### config.mk
export PLATFORM = sky130hd
export DESIGN_NAME = sram_ctrl_flat
export DESIGN_NICKNAME = d
export VERILOG_FILES = /design/src/rtl/sram_ctrl_if.sv /design/src/rtl/sram_ctrl.sv /design/src/flat_wrapper.sv
export SDC_FILE = /design/constraint.sdc
export NUM_CORES = 1
export LEC_CHECK = 0
export BUFFER_PORTS_ARGS = -buffer_cell sky130_fd_sc_hd__buf_2
export CORE_AREA = 2 2 39 41
export DETAILED_ROUTE_END_ITERATION = 12
export DIE_AREA = 0 0 41 43
export SETUP_SLACK_MARGIN = 0.5
export SLEW_MARGIN = 20
export SYNTH_ARGS = -nofsm -noshare
export SYNTH_HDL_FRONTEND = slang
export SYNTH_SLANG_ARGS = --single-unit
### constraint.sdc
create_clock -name clk -period 0.9 [get_ports clk]
set_input_delay 0.27 -clock clk [delete_from_list [all_inputs] [get_ports clk]]
set_output_delay 0.27 -clock clk [all_outputs]
set_load 0.005 [all_outputs]
### src/rtl/sram_ctrl_if.sv
// Request/response bus between an initiator and the SRAM controller.
// The master modport drives requests and accepts responses; the slave modport is the controller side.
interface sram_ctrl_if #(
   parameter int ADDR_W = 2,
   parameter int DATA_W = 2
);
   logic              req_valid;
   logic              req_ready;
   logic              req_we;
   logic [ADDR_W-1:0] req_addr;
   logic [DATA_W-1:0] req_wdata;
   logic              rsp_valid;
   logic              rsp_ready;
   logic [DATA_W-1:0] rsp_rdata;

   modport master (
      output req_valid, req_we, req_addr, req_wdata, rsp_ready,
      input  req_ready, rsp_valid, rsp_rdata
   );

   modport slave (
      input  req_valid, req_we, req_addr, req_wdata, rsp_ready,
      output req_ready, rsp_valid, rsp_rdata
   );
endinterface

### src/rtl/sram_ctrl.sv
// Single-port SRAM initiator: valid/ready requests in, registered SRAM cycles out, read data on a response channel.
// Optional SRAM_CTRL_INIT_CLEAR_EN: after reset, zero every SRAM word before accepting requests.
module sram_ctrl #(
   parameter int ADDR_W = 2,
   parameter int DATA_W = 2
) (
   input  logic              clk,
   input  logic              rst_n,
   sram_ctrl_if.slave        bus,
   output logic              mem_we,
   output logic [ADDR_W-1:0] mem_addr,
   output logic [DATA_W-1:0] mem_wdata,
   input  logic [DATA_W-1:0] mem_rdata,
   output logic              busy
);

`ifdef SRAM_CTRL_INIT_CLEAR_EN
   typedef enum logic [1:0] {IDLE, ACCESS, RESP, INIT} state_t;
   localparam state_t RESET_STATE = INIT;
   localparam logic [ADDR_W:0] CNT_ONE = {{ADDR_W{1'b0}}, 1'b1};

   // Extra MSB flags that every address has already been presented.
   logic [ADDR_W:0] init_cnt;
`else
   typedef enum logic [1:0] {IDLE, ACCESS, RESP} state_t;
   localparam state_t RESET_STATE = IDLE;
`endif

   state_t state;
   state_t state_next;

   always_ff @(posedge clk) begin
      if (!rst_n) begin
         state <= RESET_STATE;
      end else begin
         state <= state_next;
      end
   end

   // ACCESS is always one cycle; the latched write enable picks the exit.
   always_comb begin
      state_next = state;
      case (state)
         IDLE:    if (bus.req_valid) state_next = ACCESS;
         ACCESS:  state_next = mem_we ? IDLE : RESP;
         RESP:    if (bus.rsp_ready) state_next = IDLE;
`ifdef SRAM_CTRL_INIT_CLEAR_EN
         INIT:    if (init_cnt[ADDR_W]) state_next = IDLE;
`endif
         default: state_next = IDLE;
      endcase
   end

   assign bus.req_ready = (state == IDLE);
   assign busy          = (state != IDLE);

   // mem_we defaults low so it is high only for the single cycle after a write is latched.
   always_ff @(posedge clk) begin
      if (!rst_n) begin
         mem_we        <= 1'b0;
         mem_addr      <= '0;
         mem_wdata     <= '0;
         bus.rsp_valid <= 1'b0;
         bus.rsp_rdata <= '0;
`ifdef SRAM_CTRL_INIT_CLEAR_EN
         init_cnt      <= '0;
`endif
      end else begin
         mem_we <= 1'b0;
         case (state)
            IDLE: begin
               if (bus.req_valid) begin
                  mem_we    <= bus.req_we;
                  mem_addr  <= bus.req_addr;
                  mem_wdata <= bus.req_wdata;
               end
            end
            ACCESS: begin
               if (!mem_we) begin
                  bus.rsp_rdata <= mem_rdata;
                  bus.rsp_valid <= 1'b1;
               end
            end
            RESP: begin
               if (bus.rsp_ready) bus.rsp_valid <= 1'b0;
            end
`ifdef SRAM_CTRL_INIT_CLEAR_EN
            INIT: begin
               if (!init_cnt[ADDR_W]) begin
                  mem_we    <= 1'b1;
                  mem_addr  <= init_cnt[ADDR_W-1:0];
                  mem_wdata <= '0;
                  init_cnt  <= init_cnt + CNT_ONE;
               end
            end
`endif
            default: ;
         endcase
      end
   end

endmodule
### src/flat_wrapper.sv
// flat-port wrapper written by rule: the top's interface ports become plain ports
module sram_ctrl_flat 
#(
   parameter int ADDR_W = 2,
   parameter int DATA_W = 2
)
  (clk, rst_n, mem_we, mem_addr, mem_wdata, mem_rdata, busy, bus_req_valid, bus_req_we, bus_req_addr, bus_req_wdata, bus_rsp_ready, bus_req_ready, bus_rsp_valid, bus_rsp_rdata);
  sram_ctrl_if #(.ADDR_W(ADDR_W), .DATA_W(DATA_W)) bus_i ();
  input  logic clk;
  input  logic rst_n;
  output logic mem_we;
  output logic [ADDR_W-1:0] mem_addr;
  output logic [DATA_W-1:0] mem_wdata;
  input  logic [DATA_W-1:0] mem_rdata;
  output logic busy;
  input wire logic [$bits(bus_i.req_valid)-1:0] bus_req_valid;
  input wire logic [$bits(bus_i.req_we)-1:0] bus_req_we;
  input wire logic [$bits(bus_i.req_addr)-1:0] bus_req_addr;
  input wire logic [$bits(bus_i.req_wdata)-1:0] bus_req_wdata;
  input wire logic [$bits(bus_i.rsp_ready)-1:0] bus_rsp_ready;
  output wire logic [$bits(bus_i.req_ready)-1:0] bus_req_ready;
  output wire logic [$bits(bus_i.rsp_valid)-1:0] bus_rsp_valid;
  output wire logic [$bits(bus_i.rsp_rdata)-1:0] bus_rsp_rdata;
  assign bus_i.req_valid = bus_req_valid;
  assign bus_i.req_we = bus_req_we;
  assign bus_i.req_addr = bus_req_addr;
  assign bus_i.req_wdata = bus_req_wdata;
  assign bus_i.rsp_ready = bus_rsp_ready;
  assign bus_req_ready = bus_i.req_ready;
  assign bus_rsp_valid = bus_i.rsp_valid;
  assign bus_rsp_rdata = bus_i.rsp_rdata;
  sram_ctrl #(.ADDR_W(ADDR_W), .DATA_W(DATA_W)) u_core (.clk(clk), .rst_n(rst_n), .bus(bus_i), .mem_we(mem_we), .mem_addr(mem_addr), .mem_wdata(mem_wdata), .mem_rdata(mem_rdata), .busy(busy));
endmodule
# Yosys cells after proc, flatten, opt, wreduce, memory -nomap -nowiden
# Cells that the tools add are included.
# W data, S select, Z words.
[totals]
reg_bits = 10
in_bits = 11
[op_classes]
n_eq_ne = 5
muxes = 7
bitwise = 1
n_reduce_logical = 8
[op_table]
columns = ["op", "count"]
rows = [
  ["$mux W2", 3],
  ["$ne A2 B2 Y1 const B", 3],
  ["$pmux W2 S3", 1],
  ["$reduce_and A2 Y1", 3],
  ["$reduce_and A3 Y1", 2],
  ["$reduce_bool A2 Y1", 2],
  ["$eq A2 B1 Y1 const B", 1],
  ["$eq A2 B2 Y1 const B", 1],
  ["$logic_not A2 Y1", 1],
  ["$mux W1", 2],
  ["$pmux W1 S2", 1],
  ["$not A1 Y1", 1],
]

# Longest topological paths before layout
[logic_depth]
depth_word = 3
mapped_depth = 4
depth_no_buf = 2

# Worst setup path before layout
# Ideal clock, no wire load.
[synth_timing]
kind = "register to output"
startpoint = "register u_core.state[1]"
endpoint = "output bus_req_ready"
arrival_ps = 735
required_time_ps = 630
path_slack_ps = -105
stages_incl_launch_ff = 3
n_path_buf = 0
path_cell_list = "dfxtp_1 -> or2_2 -> inv_1"
[synth_via]
elab_chain_len = 1
[synth_lines]
columns = ["element", "line", "source"]
rows = [
  ["start: declaration", "sram_ctrl.sv:29", "state_t state;"],
  ["start signal: assignment", "sram_ctrl.sv:36", "state <= state_next;"],
  ["$logic_not A2 Y1", "sram_ctrl.sv:54", "assign bus.req_ready = (state == IDLE);"],
  ["end: declaration", "flat_wrapper.sv:21", "output wire logic [$bits(bus_i.req_ready)-1:0] bus_req_ready;"],
]
# Every way passes these cells.

# Worst setup path in the final report
# Ends and elaborated chain as after synthesis.

==> impl_metrics.json <==
{
  "critPathMaxFanout": 2,
  "synthAdderAreaFrac": 0,
  "fp-row-count": 14,
  "antenna_found_initial": 0,
  "syn-cell-area_sq_um": 418,
  "dieArea_sq_um": 1760,
  "synth_seq_cells": 10,
  "period_minus_slack_ns": 1.24,
  "final_common_cell": "buf_2",
  "rsz0062_at_grt": "true",
  "r2r_slack_ns": -0.21,
  "hold_path_class": "primary input to flop",
  "tns_ns": -2.27,
  "drt_iter0_drc": 1,
  "syn_to_final_growth_pct": 55.1,
  "cts_tree": "yes",
  "critPathSlowestCell": "dfxtp_4",
  "relSlewSlack": 0.837,
  "syn_nets": 52,
  "timing.final.hold_violations": 0,
  "antennaDiodeCount": 0,
  "boundaryPins": 21,
  "m1WireLength_um": 349,
  "ir_drop_v": 0.000853,
  "holdWs_ns": 0.249,
  "synth-simple-area-share": 0.281,
  "worst-path-buf-inv": 2,
  "seq_area_sq_um": 218,
  "wl_per_cell_um": 9.01,
  "drv_cap": 0,
  "grt_overflow": 0,
  "first_global_vias": 311,
  "critical_path.top_delay_family": "flip-flops",
  "violations": "setup timing",
  "clkLatencyLatePin_ns": 0.26,
  "grt_first_pass_wirelength_um": 1180,
  "reg2reg_depth": 4,
  "fin_crit_sh": 1.37,
  "synth_top_family_by_area": "simple AND/OR/NAND/NOR gates",
  "slew_violations": 0,
  "grt_max_degree": 17,
  "ys_types": 15,
  "fillers": 134,
  "clk_pin_slew_ns": 0.06,
  "dp_hpwl_um": 577,
  "antenna_left": 0,
  "port_buffers": 20,
  "max_stage_delay_ns": 0.34,
  "synth_xor_area_frac": 0,
  "drive_above_1_share": 0.647,
  "multi_input_area_sq_um": 206,
  "fmax_mhz": 810,
  "wl_met3_um": 72,
  "cp-start-kind": "flop",
  "setup_slack_ns": -0.335,
  "r2r-start": "u_core.state[1]",
  "setup_viol": 19,
  "yosys_warnings": 0,
  "crit_chain": "or2_4 > inv_2 > buf_6",
  "mostFrequentLayoutCells": "buf_2 (16), nand2_1 (12), dfxtp_2 (8)",
  "viasPerCell": 4.40,
  "status": "finished, violations left",
  "fp.dieW_um": 41,
  "cts_buffers": 3,
  "dr.pass1.iters": 2,
  "crit_path_start": "u_core.state[1]",
  "end_kind": "output port",
  "cts_hold_buf": 0,
  "synth.avg_cell_area_sq_um": 10.2,
  "totalWireLength_um": 757,
  "skew_ns": 0.00200,
  "hold_end": "u_core.mem_addr[1]",
  "leakage_nw": 0.310,
  "clockBufferDepth": 2,
  "synth.area.mux_share": 0.144,
  "seq_area_frac_synth": 0.479,
  "synth_compound_area_frac": 0.0629,
  "routed-wl-met2_um": 309,
  "tightestPinTransition_ns": 0.244,
  "gp_congestion": 0.590,
  "vias": 370,
  "hold_path_startpoint": "bus_req_addr[1]",
  "worst-setup-path-type": "flop to output port",
  "clockRootBuffer": "clkbuf_4",
  "worstHoldPathCells": 3,
  "worstPathRequired_ns": 0.63,
  "h-tree-depth": 1,
  "nNetsFinal": 81,
  "powerDensity_nw_per_um2": 1500,
  "r2r-end": "u_core.mem_addr[0]",
  "grt_use_total": 0.102,
  "die_h_um": 43,
  "cp.arrival_ns": 0.97,
  "remaining_drc_errors": 0,
  "cts_sinks": 10,
  "initial_core_util": 0.302,
  "topRoutingLayerUsed": "met4",
  "synth_cells": 41,
  "core_area_sq_um": 1380
}
worst max-delay path by stage:
stage	to	slack (ns)	depth (start not counted)
after floorplan	u_core.mem_addr[0]	-0.01	2
after global placement	bus_req_ready	-0.09	3
after detailed placement	bus_req_ready	-0.1	3
after CTS	bus_req_ready	-0.35	3
after global routing	bus_req_ready	-0.37	3
final	bus_req_ready	-0.34	3
logic make-up after synthesis:
group                  after synthesis
AND/OR/NAND/NOR                     19
flip-flops                          10
multiplexers                         6
AO/OA/AOI/OAI                        3
buffers and inverters                3
sequential cells by signal, summed over array words and instances, names as in the netlist:
register	cells
u_core.state	2
u_core.mem_wdata	2
u_core.mem_addr	2
u_core.bus.rsp_rdata	2
u_core.bus.rsp_valid	1
u_core.mem_we	1
tightest hold or removal path: stages:
cell     delay, ns
buf_2         0.09
nand2_1       0.05
mux2i_1       0.05
final cells by class:
cell class,count,share of cell area
flip-flops and latches,10,0.336
multi-input cells,28,0.319
repair buffers,26,0.274
clock buffers,3,0.0347
well taps,16,0.0309
inverters,1,0.00579
timing repair:
item / 4_1_cts / 5_1_grt
setup buffers: 4 / 0
gates resized for setup: 8 / 4
pin swaps: 4 / 0
setup endpoints to repair: 20 / 20
gates cloned: 0 / 0
synth_stat cells:
master | count | area [sq um]
and3_1 | 1 | 6.26
mux2i_1 | 6 | 60.1
dfxtp_1 | 10 | 200
nor3b_4 | 2 | 37.5
clkbuf_2 | 1 | 5.00
inv_1 | 1 | 3.75
nand2_1 | 12 | 45.0
nand3b_1 | 1 | 7.51
or2_2 | 1 | 6.26
o2111a_1 | 1 | 11.3
buf_2 | 1 | 5.00
o21bai_1 | 1 | 7.51
and2_2 | 1 | 7.51
nor3b_1 | 1 | 7.51
o21a_1 | 1 | 7.51
report_power, final:
group	switching (mW)	internal [mW]	total (mW)
clock	0.133	0.153	0.287
combinational	0.0736	0.122	0.196
sequential	0.0149	0.474	0.489
metal layers:
layer,vias up,GRT usage
met2,19,0.122
li1,191,-
met3,4,0.0314
met4,0,0.0800
met5,-,0
met1,156,0.143
through the flow:
step           power [mW]  setup WS, ns   util  cells  instance area [sq um]
6_report            0.971        -0.335  0.468     84                    648
4_1_cts             0.976        -0.355  0.450     84                    623
3_5_place_dp        0.661       -0.0965  0.400     77                    553
3_3_place_gp        0.659       -0.0851  0.400     77                    553
2_1_floorplan       0.598       -0.0104      -     41                    443
5_1_grt              1.03        -0.372  0.468     84                    648
Note: power is estimated with default switching activity, not from simulation.
